<file path="config.mk">
export PLATFORM = sky130hd
export DESIGN_NAME = uart_rx
export DESIGN_NICKNAME = d
export VERILOG_FILES = /design/src/rtl/uart_rx.sv
export SDC_FILE = /design/constraint.sdc
export NUM_CORES = 1
export LEC_CHECK = 0
export BUFFER_PORTS_ARGS = -buffer_cell sky130_fd_sc_hd__buf_2
export CORE_MARGIN = 2
export CORE_UTILIZATION = 51
export DETAILED_ROUTE_END_ITERATION = 16
export PLACE_DENSITY = 0.75
export SLEW_MARGIN = 20
export SYNTH_ARGS = -nofsm -noshare
export SYNTH_HDL_FRONTEND = slang
export SYNTH_SLANG_ARGS = --single-unit
</file>
<file path="constraint.sdc">
create_clock -name clk -period 1.55 [get_ports clk]
set_input_delay 0.31 -clock clk [delete_from_list [all_inputs] [get_ports clk]]
set_output_delay 0.31 -clock clk [all_outputs]
set_load 0.01 [all_outputs]
</file>
<file path="src/rtl/uart_rx.sv">
// UART receiver: 8N1, LSB first, oversampled by a cycle counter.
// Sticky status flags are cleared by a one-cycle rx_ack pulse.
module uart_rx #(
    parameter int unsigned CLKS_PER_BIT = 104
) (
    input  logic       clk,
    input  logic       rst,
    input  logic       rx,
    input  logic       rx_ack,
    output logic [7:0] rx_byte,
    output logic       rx_ready,
    output logic       frame_error,
    output logic       overrun
);

    localparam int unsigned CW = (CLKS_PER_BIT > 1) ? $clog2(CLKS_PER_BIT) : 1;
    localparam logic [CW-1:0] HALF_LAST = CW'(CLKS_PER_BIT / 2 - 1);
    localparam logic [CW-1:0] BIT_LAST  = CW'(CLKS_PER_BIT - 1);

    typedef enum logic [2:0] {
        StIdle,
        StStart,
        StData,
        StStop,
        StBreak
    } state_t;

    state_t        r_state, w_state_d;
    logic [CW-1:0] r_cnt, w_cnt_d;
    logic [2:0]    r_bit, w_bit_d;
    logic [7:0]    r_shift, w_shift_d;
    logic          r_rx_meta, r_rx_s;
    logic [7:0]    r_rx_byte;
    logic          r_rx_ready, r_frame_error, r_overrun;
    logic          w_frame_ok, w_frame_bad;

    // Two-flop synchronizer; resets to the idle line level.
    always_ff @(posedge clk or negedge rst) begin
        if (!rst) begin
            r_rx_meta <= 1'b1;
            r_rx_s    <= 1'b1;
        end else begin
            r_rx_meta <= rx;
            r_rx_s    <= r_rx_meta;
        end
    end

    // FSM state, cycle counter, bit index and shift register.
    always_ff @(posedge clk or negedge rst) begin
        if (!rst) begin
            r_state <= StIdle;
            r_cnt   <= '0;
            r_bit   <= '0;
            r_shift <= '0;
        end else begin
            r_state <= w_state_d;
            r_cnt   <= w_cnt_d;
            r_bit   <= w_bit_d;
            r_shift <= w_shift_d;
        end
    end

    // Next-state logic; the counter is cleared at every bit boundary so it never wraps.
    always_comb begin
        w_state_d   = r_state;
        w_cnt_d     = r_cnt;
        w_bit_d     = r_bit;
        w_shift_d   = r_shift;
        w_frame_ok  = 1'b0;
        w_frame_bad = 1'b0;
        unique case (r_state)
            StIdle: begin
                if (!r_rx_s) begin
                    w_state_d = StStart;
                    w_cnt_d   = '0;
                end
            end
            StStart: begin
                if (r_cnt == HALF_LAST) begin
                    w_cnt_d   = '0;
                    w_bit_d   = '0;
                    // A line that is high again at mid start bit was a glitch.
                    w_state_d = r_rx_s ? StIdle : StData;
                end else begin
                    w_cnt_d = r_cnt + 1'b1;
                end
            end
            StData: begin
                if (r_cnt == BIT_LAST) begin
                    w_cnt_d   = '0;
                    w_shift_d = {r_rx_s, r_shift[7:1]};
                    w_bit_d   = r_bit + 1'b1;
                    if (r_bit == 3'd7) begin
                        w_state_d = StStop;
                    end
                end else begin
                    w_cnt_d = r_cnt + 1'b1;
                end
            end
            StStop: begin
                if (r_cnt == BIT_LAST) begin
                    w_cnt_d = '0;
                    if (r_rx_s) begin
                        w_frame_ok = 1'b1;
                        w_state_d  = StIdle;
                    end else begin
                        w_frame_bad = 1'b1;
                        w_state_d   = StBreak;
                    end
                end else begin
                    w_cnt_d = r_cnt + 1'b1;
                end
            end
            StBreak: begin
                // Wait for the line to go idle so a held-low line is not seen as a start.
                if (r_rx_s) begin
                    w_state_d = StIdle;
                end
            end
            default: begin
                w_state_d = StIdle;
            end
        endcase
    end

    // Output byte and sticky flags; a completing event wins over rx_ack.
    always_ff @(posedge clk or negedge rst) begin
        if (!rst) begin
            r_rx_byte     <= 8'h00;
            r_rx_ready    <= 1'b0;
            r_frame_error <= 1'b0;
            r_overrun     <= 1'b0;
        end else begin
            if (w_frame_ok) begin
                r_rx_byte  <= r_shift;
                r_rx_ready <= 1'b1;
            end else if (rx_ack) begin
                r_rx_ready <= 1'b0;
            end

            if (w_frame_ok && r_rx_ready && !rx_ack) begin
                r_overrun <= 1'b1;
            end else if (rx_ack) begin
                r_overrun <= 1'b0;
            end

            if (w_frame_bad) begin
                r_frame_error <= 1'b1;
            end else if (rx_ack) begin
                r_frame_error <= 1'b0;
            end
        end
    end

    assign rx_byte     = r_rx_byte;
    assign rx_ready    = r_rx_ready;
    assign frame_error = r_frame_error;
    assign overrun     = r_overrun;

endmodule

</file>
==> results of run 1 <==
area by class of cell:
cell class,instances,area share
inverter,3,0.005313
clock buffer,5,0.01771
tap,31,0.01830
clock inverter,3,0.03247
timing repair buffer,44,0.1541
sequential,34,0.4026
multi-input combinational,85,0.3695
cell usage in the layout (no fill, tap or decap), types with 2 or more instances in the layout:
master / n
clkbuf_4: 5
buf_2: 14
or3_1: 3
buf_12: 2
dfstp_2: 2
ha_1: 2
nor2_1: 6
a22o_1: 2
nand2_1: 10
a21oi_1: 5
o21ai_1: 3
o21a_1: 2
nand3_1: 2
buf_4: 26
bufinv_16: 2
inv_1: 3
mux2_4: 17
a21o_1: 3
o211ai_1: 4
dfrtp_1: 32
nand4b_1: 2
o21ai_0: 4
or2_2: 2
layer usage:
layer | up-vias | track usage
li1 | 548 | -
met5 | - | 0
met1 | 630 | 0.2980
met3 | 17 | 0.06154
met4 | 0 | 0.07143
met2 | 52 | 0.4079
path summary, 6_finish.rpt:
path,start,end,slack [ns],cells past startpoint
min in group asynchronous,rst,r_shift[6],0.42,2
max reg2reg,r_cnt[1],r_bit[0],-0.1,5
max in group asynchronous,rst,r_state[2],0.68,3
max,r_cnt[1],r_bit[0],-0.1,5
min,rx,r_rx_meta,0.05,1
min reg2reg,r_rx_meta,r_rx_s,0.38,0
power breakdown:
group          switching, W  leakage [nW]   total, W  internal [W]
Sequential       0.00000130         0.453   0.000893      0.000891
Clock              0.000337        0.0554   0.000842      0.000505
Combinational     0.0000247         0.559  0.0000367     0.0000120
Total              0.000364          1.07    0.00177       0.00141
logic make-up after synthesis:
logic type | synth area share
buffers and inverters | 0.01713
XOR/XNOR | 0.005711
AO/OA/AOI/OAI | 0.1264
adder cells (fa/ha/maj) | 0.02447
flip-flops | 0.5563
multiplexers | 0.1248
AND/OR/NAND/NOR | 0.1452
Yosys cell counts (4+ instances only):
master	count	share of area
nor2_1	6	0.015
mux2_2	17	0.12
o21ai_0	4	0.013
a21oi_1	5	0.016
dfrtp_1	32	0.52
o21ai_1	4	0.013
o211ai_1	4	0.020
nand2_1	10	0.024
flip-flops by register name, summed over array words and instances (netlist names):
signal,count
r_rx_s,1
rx_byte,8
overrun,1
frame_error,1
r_bit,3
r_cnt,7
r_state,3
r_shift,8
r_rx_meta,1
rx_ready,1
metrics by stage:
step,TNS [ns],instances,worst slack (ns)
finish,-0.5970,205,-0.09741
global route,-1.992,205,-0.1435
CTS,-0.4380,201,-0.1088
detailed placement,-0.9205,187,-0.1231
global placement,-0.2166,187,-0.05729
floorplan,-0.3321,125,-0.03717
repair_timing:
action                                  CTS  global route
resized for setup                        12            14
pin swaps                                 5             1
cloned                                    1             0
buffers inserted                          4             4
endpoints found under the hold margin    15             0
hold buffers                              1             0
endpoints found under the setup margin   26            26
==> results.json, run 1 <==
{
  "fmax_mhz": 607.0,
  "leakagePower_nw": 1.068,
  "grt_start_max_net_pins": 19,
  "vdd_drop_max_mv": 1.207,
  "drv_slew": 0,
  "yosysWarnings": 0,
  "met2_length_mm": 2.098,
  "wl_met1_mm": 1.625,
  "syn_inst": 125,
  "outcome": "finished with violations",
  "critPathCaptureType": "flip-flop",
  "post_dp_cell_area_mm2": 0.001833,
  "critical-path-max-stage-delay_ns": 0.41,
  "drc": 0,
  "startpoint_type": "flip-flop",
  "ys_types": 35,
  "overflow": 0,
  "rsz0062_at_grt": "yes",
  "wirelength_mm": 4.037,
  "worst_pin_slew_ns": 0.4389,
  "synth_edf_count": 0,
  "crit_chain": "ha_4, nand4b_4, or3_1, a21o_1, mux2_4",
  "io-pin-count": 15,
  "gp_congestion": 0.8473,
  "ys_seq_area_frac": 0.5563,
  "top_layer_used": "met4",
  "postSynthAreaPerCell_um2": 12.27,
  "clk_pin_slew_ns": 0.13,
  "start_util": 0.5468,
  "syn_area_mm2": 0.001534,
  "worstPathArrival_ns": 1.89,
  "clock_latency_ns": 0.35,
  "regArea_um2": 853.3,
  "ant_nets": 0,
  "port_buffers": 14,
  "die_x_um": 58.85,
  "met3_length_um": 190,
  "antenna_found_initial": 0,
  "track_usage": 0.2388,
  "min_period_ns": 1.647,
  "cp.required_ns": 1.79,
  "hold_path_class": "primary input to flip-flop",
  "cts_tree": "built",
  "wl_per_cell_um": 19.69,
  "diodes": 0,
  "multi_input_area_um2": 783.3,
  "final_area_mm2": 0.002120,
  "min_period_over_period": 1.063,
  "timing.final.setup_violations": 14,
  "clock-sinks": 34,
  "finalHoldViolCount": 0,
  "slew_headroom": 0.7074,
  "synth_seq_cells": 34,
  "grt_pass1_wl_mm": 6.016,
  "via_per_inst": 6.083,
  "vias": 1247,
  "cp.buffers_inverters": 0,
  "fillers": 171,
  "fin_ws_ns": -0.09741,
  "syn-num-nets": 132,
  "first_global_vias": 1267,
  "cts_root_buf": "clkbuf_4",
  "cp_slowest_cell": "dfrtp_1",
  "crit_family": "simple AND/OR/NAND/NOR gates",
  "total_power_w": 0.001772,
  "drive_above_1_share": 0.4770,
  "worstPathMaxFanout": 6,
  "rows": 19,
  "core_area_mm2": 0.002805,
  "cts_max_level": 2,
  "cts_buffer_depth": 2,
  "dieHeight_um": 58.85,
  "violations": "setup timing",
  "finalClockSkew_ns": 0.01682,
  "cts_buffers": 5,
  "crit_type": "flip-flop to flip-flop",
  "drtPass1Iterations": 5,
  "die_area_mm2": 0.003463,
  "syn_to_final_growth_pct": 38.17,
  "ys.flop_type": "dfrtp_1",
  "async_reset_ff_frac": 1.000,
  "dp_hpwl_mm": 2.267,
  "final_nets": 180,
  "final_core_util": 0.7556,
  "power.density_mw_per_mm2": 835.9,
  "whs_ns": 0.05020,
  "max_cap_viol_count": 0,
  "drt_iter0_drc": 35
}
No activity file was read; power rests on OpenSTA's default activity.
==> run 2, diff against run 1 <==
--- a/config.mk
+++ b/config.mk
@@ -9,7 +9,7 @@
 export CORE_MARGIN = 2
 export CORE_UTILIZATION = 51
 export DETAILED_ROUTE_END_ITERATION = 16
-export PLACE_DENSITY = 0.75
+export PLACE_DENSITY = 0.71
 export SLEW_MARGIN = 20
 export SYNTH_ARGS = -nofsm -noshare
 export SYNTH_HDL_FRONTEND = slang
==> results.json, run 2 (synthesis gave the netlist of run 1 again) <==
{
  "outcome": "finished with violations",
  "fmax_mhz": 616.5,
  "drt_iter0_drc": 34,
  "hold_path_class": "primary input to flip-flop",
  "cts_root_buf": "clkbuf_4",
  "grt_start_max_net_pins": 19,
  "syn_to_final_growth_pct": 32.06,
  "drc": 0,
  "core_area_mm2": 0.002805,
  "violations": "setup timing",
  "vias": 1136,
  "via_per_inst": 5.596,
  "wl_per_cell_um": 16.33,
  "first_global_vias": 1126,
  "final_nets": 178,
  "crit_chain": "ha_4, and4bb_2, nand4b_1, a21o_1, mux2_4",
  "grt_pass1_wl_mm": 5.402,
  "finalHoldViolCount": 0,
  "gp_congestion": 0.8473,
  "whs_ns": 0.07755,
  "timing.final.setup_violations": 6,
  "overflow": 0,
  "port_buffers": 14,
  "drive_above_1_share": 0.4477,
  "crit_type": "flip-flop to flip-flop",
  "rsz0062_at_grt": "yes",
  "dp_hpwl_mm": 2.304,
  "startpoint_type": "flip-flop",
  "rows": 19,
  "start_util": 0.5468,
  "leakagePower_nw": 1.021,
  "cts_buffers": 5,
  "clock_latency_ns": 0.33,
  "clock-sinks": 34,
  "cp.required_ns": 1.77,
  "die_area_mm2": 0.003463,
  "vdd_drop_max_mv": 0.6219,
  "io-pin-count": 15,
  "fin_cells": 203,
  "max_cap_viol_count": 0,
  "min_period_over_period": 1.046,
  "worstPathMaxFanout": 3,
  "antenna_found_initial": 0,
  "cp_slowest_cell": "dfrtp_1",
  "layout_common_cells": "32 x dfrtp_1, 24 x buf_4, 17 x mux2_4",
  "diodes": 0,
  "die_x_um": 58.85,
  "cts_tree": "built",
  "finalClockSkew_ns": 0.007353,
  "dieHeight_um": 58.85,
  "critical-path-max-stage-delay_ns": 0.40,
  "worstPathArrival_ns": 1.85,
  "slew_headroom": 0.7269,
  "min_period_ns": 1.622,
  "worst_pin_slew_ns": 0.4096,
  "ant_nets": 0,
  "drtPass1Iterations": 4,
  "cts_buffer_depth": 2,
  "fin_ws_ns": -0.07193,
  "power.density_mw_per_mm2": 686.4,
  "final_common_cell": "dfrtp_1",
  "clk_pin_slew_ns": 0.10,
  "track_usage": 0.2172,
  "cts_max_level": 2,
  "drv_slew": 0,
  "dp.cells": 190,
  "critPathCaptureType": "flip-flop",
  "wirelength_mm": 3.314
}
-- run 2: changes by cell type in the layout (fill, tap and decap cells not counted), sizes merged --
cell,before,now
bufinv,2,0
clkbuf,5,7
buf,43,41
clkinv,1,0
clkinvlp,0,1
-- run 2: layout make-up --
| type | count | area, µm² |
|---|---|---|
| tap | 31 | 38.79 |
| timing repair buffer | 42 | 311.5 |
| inverter | 3 | 11.26 |
| clock buffer | 7 | 45.04 |
| fill | 189 | 779.5 |
| multi-input combinational | 85 | 758.2 |
| sequential | 34 | 853.3 |
| clock inverter | 1 | 7.507 |
-- run 2: timing repair --
item,CTS,global route
buffers inserted,2,1
endpoints found under the hold margin,14,0
gates resized for setup,12,11
pin swaps,6,2
hold buffers,1,0
setup endpoints to repair,20,27
gates cloned,0,1
-- run 2: final timing paths --
path                            startpoint          to  slack, ns  cells after the start
worst max-delay path              r_cnt[0]    r_bit[0]      -0.07                      5
worst min register to register   r_rx_meta      r_rx_s       0.36                      0
worst min-delay path                    rx   r_rx_meta       0.08                      1
min in group asynchronous              rst  r_shift[6]       0.43                      2
max in group asynchronous              rst  rx_byte[1]       0.69                      3
worst max register to register    r_cnt[0]    r_bit[0]      -0.07                      5
-- run 2: where the power goes --
group	leakage (nW)	total, W	internal, W	switching [W]
registers	0.453	0.000892	0.000891	0.00000118
clock network	0.0255	0.000464	0.000179	0.000285
logic	0.542	0.0000344	0.0000120	0.0000225
total	1.02	0.00139	0.00108	0.000308
-- run 2: per-layer routing --
layer / global-route usage / part of all wire
met1: 0.2825 / 0.46
met2: 0.3508 / 0.49
met3: 0.05934 / 0.032
met4: 0.07792 / 0.015
met5: 0 / 0
-- run 2: critical path: cells and delay by family (launching register included) --
family / cells / cell delay [ns]
AOI/OAI and AO/OA: 1 / 0.24
adders and majority gates: 1 / 0.17
DFF: 1 / 0.40
muxes: 1 / 0.26
and+or+nand+nor: 2 / 0.44
-- run 2: per-stage QoR --
step	TNS (ns)	util	total power (W)	cell area [µm²]	setup slack [ns]
2_1_floorplan	-0.3321	-	0.0009127	1568	-0.03717
3_3_place_gp	-0.09343	0.6615	0.0009422	1856	-0.03312
3_5_place_dp	-0.5781	0.6615	0.0009439	1856	-0.1074
4_1_cts	-0.1397	0.7025	0.001414	1971	-0.06315
5_1_grt	-1.240	0.7221	0.001456	2026	-0.1064
6_report	-0.2045	0.7221	0.001390	2026	-0.07193
